## config.mk

```make
export PLATFORM = sky130hd
export DESIGN_NAME = cube_result_collector
export DESIGN_NICKNAME = d
export VERILOG_FILES = /design/src/rtl/cube_pkg.sv /design/src/rtl/cube_sum_fifo.sv /design/src/rtl/cube_result_collector.sv
export SDC_FILE = /design/constraint.sdc
export NUM_CORES = 1
export LEC_CHECK = 0
export ABC_AREA = 1
export CAP_MARGIN = 20
export CORE_ASPECT_RATIO = 0.7
export CORE_MARGIN = 4
export CORE_UTILIZATION = 64
export DETAILED_ROUTE_END_ITERATION = 6
export MAX_ROUTING_LAYER = met4
export PLACE_DENSITY = 0.86
export SLEW_MARGIN = 20
export SYNTH_ARGS = -nofsm -noshare
export SYNTH_HDL_FRONTEND = slang
export SYNTH_SLANG_ARGS = --single-unit
```

## constraint.sdc

```tcl
create_clock -name clk -period 6.9 [get_ports clk]
set_clock_uncertainty 0.15 [all_clocks]
set_input_delay 2.07 -clock clk [delete_from_list [all_inputs] [get_ports clk]]
set_output_delay 2.07 -clock clk [all_outputs]
set_load 0.05 [all_outputs]
```

## src/rtl/cube_pkg.sv

```systemverilog
// Shared definitions for the sum-of-cubes datapath and its downstream collector.
package cube_pkg;

  localparam int CUBE_DATA_W  = 32;
  localparam int CUBE_LATENCY = 5;

  typedef logic [CUBE_DATA_W-1:0] cube_data_t;

  // Ceiling log2; clog2(1) == 0.
  function automatic int clog2(input int v);
    int r;
    r = 0;
    while ((1 << r) < v) r++;
    return r;
  endfunction

endpackage

```

## src/rtl/cube_sum_fifo.sv

```systemverilog
// Synchronous FIFO for completed batch sums.
// Pointers carry one extra wrap bit so full and empty are distinguishable.
// A pop on an empty FIFO is ignored. A push on a full FIFO is accepted only
// when a pop frees the head in the same cycle. head_o reads 0 while empty.
module cube_sum_fifo
  import cube_pkg::*;
#(
  parameter int WIDTH = 40,
  parameter int DEPTH = 4
) (
  input  logic             clk,
  input  logic             rst_n,
  input  logic             push_i,
  input  logic [WIDTH-1:0] din_i,
  input  logic             pop_i,
  output logic             full_o,
  output logic             empty_o,
  output logic [WIDTH-1:0] head_o
);

  localparam int AW = clog2(DEPTH);

  logic [AW:0]      wr_ptr_q, wr_ptr_d;
  logic [AW:0]      rd_ptr_q, rd_ptr_d;
  logic [WIDTH-1:0] mem_q [DEPTH];
  logic             wr_en, rd_en;

  assign empty_o = (wr_ptr_q == rd_ptr_q);
  assign full_o  = (wr_ptr_q[AW] != rd_ptr_q[AW]) &&
                   (wr_ptr_q[AW-1:0] == rd_ptr_q[AW-1:0]);

  assign rd_en = pop_i && !empty_o;
  assign wr_en = push_i && (!full_o || rd_en);

  assign head_o = empty_o ? '0 : mem_q[rd_ptr_q[AW-1:0]];

  // Advance whichever pointer moved this cycle.
  always_comb begin
    wr_ptr_d = wr_ptr_q;
    rd_ptr_d = rd_ptr_q;
    if (wr_en) wr_ptr_d = wr_ptr_q + (AW+1)'(1);
    if (rd_en) rd_ptr_d = rd_ptr_q + (AW+1)'(1);
  end

  // Pointer registers; emptying the FIFO on reset only needs these.
  always_ff @(posedge clk or negedge rst_n) begin
    if (!rst_n) begin
      wr_ptr_q <= '0;
      rd_ptr_q <= '0;
    end else begin
      wr_ptr_q <= wr_ptr_d;
      rd_ptr_q <= rd_ptr_d;
    end
  end

  // Storage array; contents are qualified by the pointers, so no reset.
  always_ff @(posedge clk) begin
    if (wr_en) mem_q[wr_ptr_q[AW-1:0]] <= din_i;
  end

endmodule

```

## src/rtl/cube_result_collector.sv

```systemverilog
// Downstream collector for the fixed-latency sum-of-cubes datapath.
// A delay line realigns issue_valid with cube_out, BATCH aligned results are
// summed into one ACC_W-wide beat, and beats queue in a small FIFO behind a
// ready/valid port. The datapath cannot stall, so a beat arriving at a full
// FIFO with no simultaneous pop is dropped and the sticky overflow flag set.
// Optional: define CUBE_COLLECT_DROP_CNT_EN to add a saturating 16-bit
// drop_count output; overflow is then derived from it.
// Parameter legality (LATENCY >= 1, BATCH >= 1, FIFO_DEPTH a power of two
// >= 2, ACC_W >= DATA_W + clog2(BATCH)) is the integrator's responsibility.
module cube_result_collector
  import cube_pkg::*;
#(
  parameter int DATA_W     = CUBE_DATA_W,
  parameter int LATENCY    = CUBE_LATENCY,
  parameter int BATCH      = 4,
  parameter int ACC_W      = 40,
  parameter int FIFO_DEPTH = 4
) (
  input  logic              clk,
  input  logic              rst_n,
  input  logic              issue_valid,
  input  logic [DATA_W-1:0] cube_out,
  output logic              m_valid,
  input  logic              m_ready,
  output logic [ACC_W-1:0]  m_sum,
  output logic              overflow
`ifdef CUBE_COLLECT_DROP_CNT_EN
  ,
  output logic [15:0]       drop_count
`endif
);

  localparam int               CNT_W    = (BATCH > 1) ? clog2(BATCH) : 1;
  localparam logic [CNT_W-1:0] CNT_LAST = CNT_W'(BATCH - 1);

  logic [LATENCY-1:0] vld_q, vld_d;
  logic               smp;
  logic [ACC_W-1:0]   acc_q, acc_d, total;
  logic [CNT_W-1:0]   cnt_q, cnt_d;
  logic               push, pop, drop;
  logic               fifo_full, fifo_empty;

  // Valid delay line: the top bit is high exactly LATENCY cycles after an issue.
  always_comb begin
    vld_d = LATENCY'({vld_q, issue_valid});
  end

  assign smp = vld_q[LATENCY-1];

  // Batch accumulation; the final sample of a batch is pushed directly
  // instead of landing in acc_q, so the accumulator restarts at 0.
  always_comb begin
    total = acc_q + ACC_W'(cube_out);
    acc_d = acc_q;
    cnt_d = cnt_q;
    push  = 1'b0;
    if (smp) begin
      if (cnt_q == CNT_LAST) begin
        push  = 1'b1;
        acc_d = '0;
        cnt_d = '0;
      end else begin
        acc_d = total;
        cnt_d = cnt_q + CNT_W'(1);
      end
    end
  end

  // Delay line, accumulator and batch count.
  always_ff @(posedge clk or negedge rst_n) begin
    if (!rst_n) begin
      vld_q <= '0;
      acc_q <= '0;
      cnt_q <= '0;
    end else begin
      vld_q <= vld_d;
      acc_q <= acc_d;
      cnt_q <= cnt_d;
    end
  end

  assign m_valid = !fifo_empty;
  assign pop     = m_valid && m_ready;
  // A full FIFO only accepts a push when the head leaves in the same cycle.
  assign drop    = push && fifo_full && !pop;

  cube_sum_fifo #(
    .WIDTH (ACC_W),
    .DEPTH (FIFO_DEPTH)
  ) u_fifo (
    .clk     (clk),
    .rst_n   (rst_n),
    .push_i  (push),
    .din_i   (total),
    .pop_i   (pop),
    .full_o  (fifo_full),
    .empty_o (fifo_empty),
    .head_o  (m_sum)
  );

`ifdef CUBE_COLLECT_DROP_CNT_EN
  logic [15:0] drop_cnt_q, drop_cnt_d;

  // Saturating count of dropped batches.
  always_comb begin
    drop_cnt_d = drop_cnt_q;
    if (drop && (drop_cnt_q != 16'hFFFF)) drop_cnt_d = drop_cnt_q + 16'd1;
  end

  // Drop counter register.
  always_ff @(posedge clk or negedge rst_n) begin
    if (!rst_n) drop_cnt_q <= '0;
    else        drop_cnt_q <= drop_cnt_d;
  end

  assign drop_count = drop_cnt_q;
  assign overflow   = (drop_cnt_q != 16'd0);
`else
  logic ovf_q;

  // Sticky overflow: set on the first dropped batch, cleared only by reset.
  always_ff @(posedge clk or negedge rst_n) begin
    if (!rst_n)    ovf_q <= 1'b0;
    else if (drop) ovf_q <= 1'b1;
  end

  assign overflow = ovf_q;
`endif

endmodule

```

Yosys cells after proc, flatten, opt, wreduce, memory -nomap -nowiden
Memories as Yosys holds them, arrays and structs flattened.
Cells that the tools add are included.
W data, S select, Z words.
{"block": "totals", "reg_bits": 54, "ramBits": 160, "out_inout_bits": 42, "mem_count": 1}
{"block": "classes", "add_sub_neg": 4, "n_eq_ne": 4, "mux": 7, "reduce_logical": 10}
{"name": "u_fifo.mem_q", "depth": 4, "width": 40, "rd": 1, "rd_ports_with_merged_regs": 0, "write_ports": 1, "line_no": "cube_sum_fifo.sv:25", "rtl": "logic [WIDTH-1:0] mem_q [DEPTH];"}
{"operator": "$mux W40", "count": 2}
{"operator": "$add A40 B32 Y40", "count": 1}
{"operator": "$add A3 B1 Y3 const B", "count": 2}
{"operator": "$logic_and A1 B1 Y1", "count": 6}
{"operator": "$mux W1", "count": 4}
{"operator": "$eq A3 B3 Y1", "count": 1}
{"operator": "$logic_not A1 Y1", "count": 3}
{"operator": "$add A2 B1 Y2 const B", "count": 1}
{"operator": "$eq A2 B2 Y1", "count": 1}
{"operator": "$eq A2 B2 Y1 const B", "count": 1}
{"operator": "$mux W2", "count": 1}
{"operator": "$logic_or A1 B1 Y1", "count": 1}
{"operator": "$ne A1 B1 Y1", "count": 1}

Longest topological paths before layout
Gate-level depths: netlist (run 1).
{"block": "logic_depth", "ltp_word": 8, "mapped_depth": 14}

Modules after synthesis
Synthesis (run 1) repeated with hierarchy kept, for this count alone.
{"block": "hier_totals", "cells_unflattened": 1348, "hier_area_um2": 11481.0}
{"module": "cube_sum_fifo", "instances": 1, "cells_per_inst": 570, "area_per_inst_um2": 6791.5}
{"module": "cube_result_collector", "instances": 1, "cells_per_inst": 778, "area_per_inst_um2": 4689.5}

Worst setup path after synthesis (run 1)
OpenSTA, ideal clock, no wires.
{"block": "synth_timing", "kind": "input to register", "start": "input m_ready", "end": "memory u_fifo.mem_q[3][0], enable pin", "setup_ps": 440, "t_arrival_ps": 4098, "path_slack_ps": 2212, "cell_stages": 4, "path_buffers": 0, "path_cell_list": "nor2_1 nand4_1 nand3_2 nor2_1"}
{"block": "synth_via", "elab_chain_len": 6}
{"element": "from (decl)", "line_no": "cube_result_collector.sv:24", "rtl": "input logic m_ready,"}
{"element": "$logic_and A1 B1 Y1", "line_no": "cube_result_collector.sv:83", "rtl": "assign pop = m_valid && m_ready;"}
{"element": "$logic_and A1 B1 Y1", "line_no": "cube_sum_fifo.sv:32", "rtl": "assign rd_en = pop_i && !empty_o;"}
{"element": "$logic_or A1 B1 Y1", "line_no": "cube_sum_fifo.sv:33", "rtl": "assign wr_en = push_i && (!full_o || rd_en);"}
{"element": "$logic_and A1 B1 Y1", "line_no": "cube_sum_fifo.sv:33"}
{"element": "$mux W1", "line_no": "cube_sum_fifo.sv:58", "rtl": "if (wr_en) mem_q[wr_ptr_q[AW-1:0]] <= din_i;"}
{"element": "$mux W1 (implied by the code)", "line_no": "cube_sum_fifo.sv:58"}
{"element": "to (decl)", "line_no": "cube_sum_fifo.sv:25"}
Every way passes these cells.

Worst setup path in the final report (run 1)
{"block": "layout_timing", "start": "register u_fifo.rd_ptr_q[1]", "end": "output m_sum[13]"}
{"block": "layout_via", "elab_chain_len": 2, "word_cells_on_any_way": 3, "classes_between": "1 x eq/ne; 1 x mux; 1 x memory"}
{"element": "from (decl)", "line_no": "cube_sum_fifo.sv:24", "rtl": "logic [AW:0] rd_ptr_q, rd_ptr_d;"}
{"element": "from (signal assigned)", "line_no": "cube_sum_fifo.sv:52", "rtl": "rd_ptr_q <= rd_ptr_d;"}
{"element": "$mem_v2 Z4 W40 or $eq A3 B3 Y1 (tied branches)"}
{"element": "$mux W40 *", "line_no": "cube_sum_fifo.sv:35", "rtl": "assign head_o = empty_o ? '0 : mem_q[rd_ptr_q[AW-1:0]];"}
{"element": "to (decl)", "line_no": "cube_result_collector.sv:25", "rtl": "output logic [ACC_W-1:0] m_sum,"}
Every way passes the cells marked *; elsewhere a longest branch is shown, timed or not.

==> flow_summary_export.csv, run 1 <==
group,metric,value,unit
placement,port_buffers,77,
logic_synthesis,postSynthAreaPerCell,8.75,um2
floorplanning,coreArea,0.0172,mm2
cts,holdBufCountCts,0,
routing,first_pass_iters,6,
critical_path,cp-start-kind,"register",
critical_path,cp_max_fo,43,
logic_synthesis,syn_inst,1281,
cts,htreeDepth,1,
placement,place.gp.congestion,0.989,
global_routing,antenna_found_initial,0,
cts,clkTransAtPathRegs,0.06,ns
critical_path,rr_startpoint,"u_fifo.rd_ptr_q[1]",
layout,drive_gt1_share,5.91,%
outcome,outcome,"complete, no violations",
layout,postLayoutCellArea,0.0129,mm2
worst_hold_path,min_from,"vld_q[1]",
sta,max_slew.worst_pin.slew,0.930,ns
routing,vias,8899,
critical_path,rrSetupSlack,3.56,ns
routing,drt-initial-drc-count,939,
floorplanning,die_y,119,um
routing,via_per_inst,5.56,
routing,drcViolationCount,0,
sta,setup_ws,1.34,ns
logic_synthesis,yosysMostFrequentCell,"nand2_1",
worst_hold_path,min_path_type,"reg -> reg",
sta,max_freq,180,MHz
logic_synthesis,synthFlopType,"edfxtp_1",
floorplanning,rows,40,
sta,tns,0,ns
logic_synthesis,synth_area_leaders,"edfxtp_1, dfrtp_1, nand2_1",
floorplanning,die_x,166,um
placement,dp_hpwl,18300,um
cts,clkSinkCount,214,
logic_synthesis,yosysWarnings,0,
critical_path,cp.required,4.68,ns
logic_synthesis,synth.net_count,1356,
sta,setup_viol,0,
layout,nets,1431,
logic_synthesis,yosysTopAreaCell,"edfxtp_1",
routing,post_drt_wl_per_cell,17.1,um
critical_path,crit_path_end_kind,"primary output",
critical_path,rr_worst_depth,6,
critical_path,endpoint,"m_sum[13]",
cts,cts_made_buffers,21,
critical_path,worstSetupStartpoint,"u_fifo.rd_ptr_q[1]",
floorplanning,start_util,65.3,%
cts,clock_path_buffers,3,
layout,area_growth,14.9,%
global_routing,grtUsageTotal,28.0,%
logic_synthesis,synth_cell_types,34,
floorplanning,design.die.area,0.0197,mm2
sta,hold_viol_final,0,
cts,cts_tree,"yes",
routing,wl,27300,um
run,maxCapViolCount,0,
global_routing,grt_overflow,0,
critical_path,path_class,"reg -> out",
logic_synthesis,ys_seq_area_share,54.9,%
routing,postRouteAntennaNets,0,
cts,cts_resized,0,
sta,slew_viol_final,0,
global_routing,first_global_vias,8420,
sta,period_needed,5.56,ns
cts,postCtsSetupBuffers,0,
layout,diodes,0,
critical_path,cp.arrival,3.34,ns
placement,dpl_cell_area,0.0122,mm2
logic_synthesis,synth_commonest_cells,"nand2_1, inv_1, edfxtp_1",
global_routing,grt_max_degree,83,
logic_synthesis,synth_top_area_share,42.8,%
cts,insertion_delay,0.51,ns
global_routing,grt_pass1_wl,42900,um
logic_synthesis,synth-async-reset-ratio,25.2,%
sta,slew-limit-headroom,37.9,%
logic_synthesis,netlist_area,0.0112,mm2
placement,pre_cts_slack,1.88,ns
critical_path,rr_endpoint,"u_fifo.mem_q[1][12]",
sta,fin_crit_sh,80.5,%
floorplanning,io_pins,78,
sta,rsz0062_at_grt,"no",
logic_synthesis,synth-seq-cells,214,
cts,ctsRootBufferMaster,"clkbuf_16",
logic_synthesis,synth_edf_count,160,
sta,timing.hold.ws,0.198,ns
per-layer routing:
layer	vias up	GRT usage, %	wire length (um)	part of all wire [%]
li1	4315	-	-	-
met1	4148	39.5	12100	44
met2	377	41.8	12000	44
met3	59	6.79	2750	10
met4	0	6.34	559	2.0
met5	-	-	0	0
state kept, by name (all words and copies together), names as in the netlist:
| register | flops |
|---|---|
| u_fifo.mem_q | 160 |
| acc_q | 40 |
| vld_q | 5 |
| u_fifo.rd_ptr_q | 3 |
| u_fifo.wr_ptr_q | 3 |
| cnt_q | 2 |
| overflow | 1 |
area by class of cell:
class                      instances  area, um2
clock inverter                    13       98.8
multi-input combinational        849       4270
inverter                         182        683
clock buffer                      24        537
sequential                       214       6160
tap                              231        289
timing repair buffer              88        848
fill                            1231       4290
worst max-delay path, stage by stage, from the launching register on:
cell	delay [ns]
dfrtp_1	0.38
inv_1	0.62
nand2_1	0.19
nand4_1	0.17
buf_4	0.42
nand2_1	0.14
inv_1	0.09
clkdlybuf4s50_1	0.80
through the flow:
step                      util (%)  instances
after floorplan                  -       1281
after global placement        71.3       1564
after detailed placement      71.3       1564
after CTS                     75.0       1601
after global routing          75.0       1601
final                         75.0       1601
cells by family (layout without fill, tap and decap cells):
kind of cell | count (synthesis) | count (layout) | synth area share [%]
adders and majority gates | 39 | 39 | 4.42
DFF | 214 | 214 | 54.9
xor gates and xnor gates | 22 | 22 | 1.85
and+or+nand+nor | 609 | 609 | 22.8
buffers and inverters | 218 | 307 | 7.33
AOI/OAI and AO/OA | 179 | 179 | 8.68
cell usage in the layout, fill, tap and decap left out, types with 4 or more instances in the layout:
master	instances
nand3_1	43
o22ai_1	40
buf_4	11
nand4_1	4
nor2_2	4
dfrtp_1	53
edfxtp_1	160
a21oi_1	27
or2_1	6
ha_1	38
nor3_1	4
clkdlybuf4s50_1	76
clkinv_1	5
clkbuf_16	21
nand2_2	11
xor2_1	6
nor2_4	7
nand2_1	354
nor2_1	142
nand3_2	10
inv_1	179
xnor2_1	14
o21bai_1	5
and2_1	19
o21ai_0	101
worst min-delay path by stage:
| stage | endpoint | slack, ns | cells after the start |
|---|---|---|---|
| after floorplan | vld_q[1] | 0.18 | 0 |
| after global placement | vld_q[2] | 0.18 | 0 |
| after detailed placement | vld_q[2] | 0.19 | 0 |
| after CTS | vld_q[2] | 0.20 | 0 |
| after global routing | vld_q[1] | 0.21 | 0 |
| final | vld_q[2] | 0.20 | 0 |
Power of run 1 is left out: the tool's default activity adds up to more than one toggle a clock period on the data nets, which glitch-free logic cannot reach.
==> run 2, diff against run 1 <==
--- a/config.mk
+++ b/config.mk
@@ -9,10 +9,10 @@
 export CAP_MARGIN = 20
 export CORE_ASPECT_RATIO = 0.7
 export CORE_MARGIN = 4
-export CORE_UTILIZATION = 64
+export CORE_UTILIZATION = 54
 export DETAILED_ROUTE_END_ITERATION = 6
 export MAX_ROUTING_LAYER = met4
-export PLACE_DENSITY = 0.86
+export PLACE_DENSITY = 0.77
 export SLEW_MARGIN = 20
 export SYNTH_ARGS = -nofsm -noshare
 export SYNTH_HDL_FRONTEND = slang
==> constraint.sdc (replaced) <==
create_clock -name clk -period 4.5 [get_ports clk]
set_clock_uncertainty 0.15 [all_clocks]
set_input_delay 1.35 -clock clk [delete_from_list [all_inputs] [get_ports clk]]
set_output_delay 1.35 -clock clk [all_outputs]
set_load 0.05 [all_outputs]
==> run 2 against run 1 <==
- final cell count increased by 2.9%
- core utilization decreased by 10 points
- hold slack improved by 0.00098 ns
- critical path depth decreased by 1
- final area increased by 1.2%
- worst setup slack got worse by 1.1 ns
- sequential cell count unchanged
- first-iteration DRC count increased by 2.8%
==> flow_summary_export.csv, run 2 (same netlist as run 1, synthesis figures left out) <==
group,metric,value,unit
placement,port_buffers,77,
critical_path,cp_slowest_cell,"dfrtp_2",
critical_path,critPathBufInv,3,
worst_hold_path,min_from,"vld_q[1]",
global_routing,antenna_found_initial,0,
layout,final_common_cell,"nand2_1",
layout,area_growth,16.2,%
routing,drt-initial-drc-count,965,
cts,clkTransAtPathRegs,0.06,ns
critical_path,crit_chain,"buf_4, o21ai_0, o22ai_1, nand2_1, inv_1, buf_4",
sta,rsz0062_at_grt,"no",
global_routing,grt_max_degree,54,
layout,drive_gt1_share,9.73,%
critical_path,path_class,"reg -> out",
worst_hold_path,hold_path_depth,0,
cts,holdBufCountCts,0,
routing,first_pass_iters,5,
floorplanning,io_pins,78,
critical_path,rr_startpoint,"acc_q[0]",
cts,postCtsSetupBuffers,0,
global_routing,first_global_vias,8465,
sta,slew-limit-headroom,38.9,%
global_routing,grt_overflow,0,
floorplanning,design.die.area,0.0232,mm2
cts,htreeDepth,1,
layout,nets,1436,
critical_path,worst_path_most_repeated_cell,"buf_4",
global_routing,grt_pass1_wl,45200,um
layout,largest_reg_flops,160,
sta,setup_ws,0.292,ns
layout,diodes,0,
critical_path,crit_path_end_kind,"primary output",
routing,drcViolationCount,0,
layout,n_fill_cell,1643,
sta,setup_viol,0,
placement,pre_cts_slack,0.507,ns
routing,postRouteAntennaNets,0,
cts,clock_path_buffers,3,
sta,fin_crit_sh,93.5,%
critical_path,cp_max_fo,53,
cts,ctsRootBufferMaster,"clkbuf_16",
floorplanning,start_util,55.7,%
worst_hold_path,min_path_type,"reg -> reg",
sta,period_needed,4.21,ns
routing,post_drt_wl_per_cell,17.1,um
routing,wl,28200,um
critical_path,cp_top_family,"buffers and inverters",
cts,cts_tree,"yes",
cts,insertion_delay,0.52,ns
cts,cts_resized,0,
critical_path,slowest_delay,0.74,ns
sta,max_freq,238,MHz
layout,layout_common_cells,"nand2_1, inv_1, edfxtp_1",
critical_path,cp-start-kind,"register",
cts,cts_made_buffers,22,
global_routing,grtUsageTotal,25.1,%
placement,dp_hpwl,19900,um
sta,slew_viol_final,0,
sta,tns,0,ns
critical_path,cp.arrival,2.71,ns
outcome,outcome,"complete, no violations",
floorplanning,coreArea,0.0201,mm2
sta,hold_viol_final,0,
layout,multi_input_area,0.00427,mm2
critical_path,rr_endpoint,"u_fifo.mem_q[2][38]",
floorplanning,die_y,129,um
critical_path,rrSetupSlack,1.84,ns
floorplanning,die_x,180,um
critical_path,rr_worst_depth,11,
floorplanning,rows,43,
run,maxCapViolCount,0,
worst_hold_path,hold_end,"vld_q[2]",
placement,place.gp.congestion,0.974,
routing,via_per_inst,5.40,
critical_path,cp.required,3.00,ns
layout,regArea,0.00616,mm2
cts,clkSinkCount,214,
sta,max_slew.worst_pin.slew,0.917,ns
routing,vias,8900,
[run 2: cell types whose count changed in the layout (fill, tap and decap cells not counted)]
| cell | previous run | this run |
|---|---|---|
| bufinv_16 | 1 | 4 |
| clkdlybuf4s50_1 | 76 | 35 |
| buf_4 | 11 | 53 |
| clkbuf_1 | 3 | 1 |
| clkinvlp_4 | 0 | 2 |
| buf_12 | 0 | 3 |
| clkbuf_16 | 21 | 22 |
| clkinv_1 | 5 | 2 |
| clkbuf_8 | 0 | 1 |
| clkinv_8 | 0 | 1 |
[run 2: cell type report]
| cell class | count | area share (%) |
|---|---|---|
| flip-flops and latches | 214 | 47.2 |
| multi-input cells | 849 | 32.7 |
| repair buffers | 92 | 6.24 |
| inverters | 182 | 5.24 |
| clock inverters | 16 | 1.60 |
| well taps | 270 | 2.59 |
| clock buffers | 24 | 4.36 |
[run 2: through the flow]
stage / hold slack [ns] / util [%] / area, um2 / std cells
final: 0.199 / 64.8 / 13000 / 1647
after global routing: 0.206 / 64.8 / 13000 / 1647
after CTS: 0.200 / 64.8 / 13000 / 1647
after detailed placement: 0.186 / 60.9 / 12300 / 1607
after global placement: 0.186 / 60.9 / 12300 / 1607
after floorplan: 0.181 / - / 11200 / 1281
[run 2: worst max path at each step]
stage | endpoint | slack [ns] | cells after the start | from
6_report | m_sum[32] | 0.29 | 6 | u_fifo.rd_ptr_q[0]
5_1_grt | m_sum[32] | 0.10 | 6 | u_fifo.rd_ptr_q[0]
4_1_cts | m_sum[32] | 0.26 | 6 | u_fifo.rd_ptr_q[0]
3_5_place_dp | u_fifo.mem_q[3][38] | 0.51 | 12 | cube_out[0]
3_3_place_gp | u_fifo.mem_q[3][38] | 0.60 | 12 | cube_out[0]
2_1_floorplan | u_fifo.mem_q[3][0] | 0.53 | 4 | m_ready
[run 2: worst reg2reg max path: stages, from the launching register on]
cell	delay (ns)
dfrtp_1	0.38
ha_1	0.25
fa_1	0.46
nand3_1	0.14
nand3_2	0.13
nand2_1	0.09
nand2_1	0.14
nand2_1	0.12
nand3_2	0.13
nand2_1	0.11
nand3_1	0.09
and2_1	0.21
[run 2: layer usage]
layer	routed length [um]	vias to the layer above	share of wire, %	GRT usage [%]
met4	479	0	1.7	4.98
met1	13000	4180	46	37.3
met2	11800	368	42	36.5
met5	0	-	0	-
met3	2920	38	10	4.94
li1	-	4314	-	-
Power of run 2 is left out for the same reason.
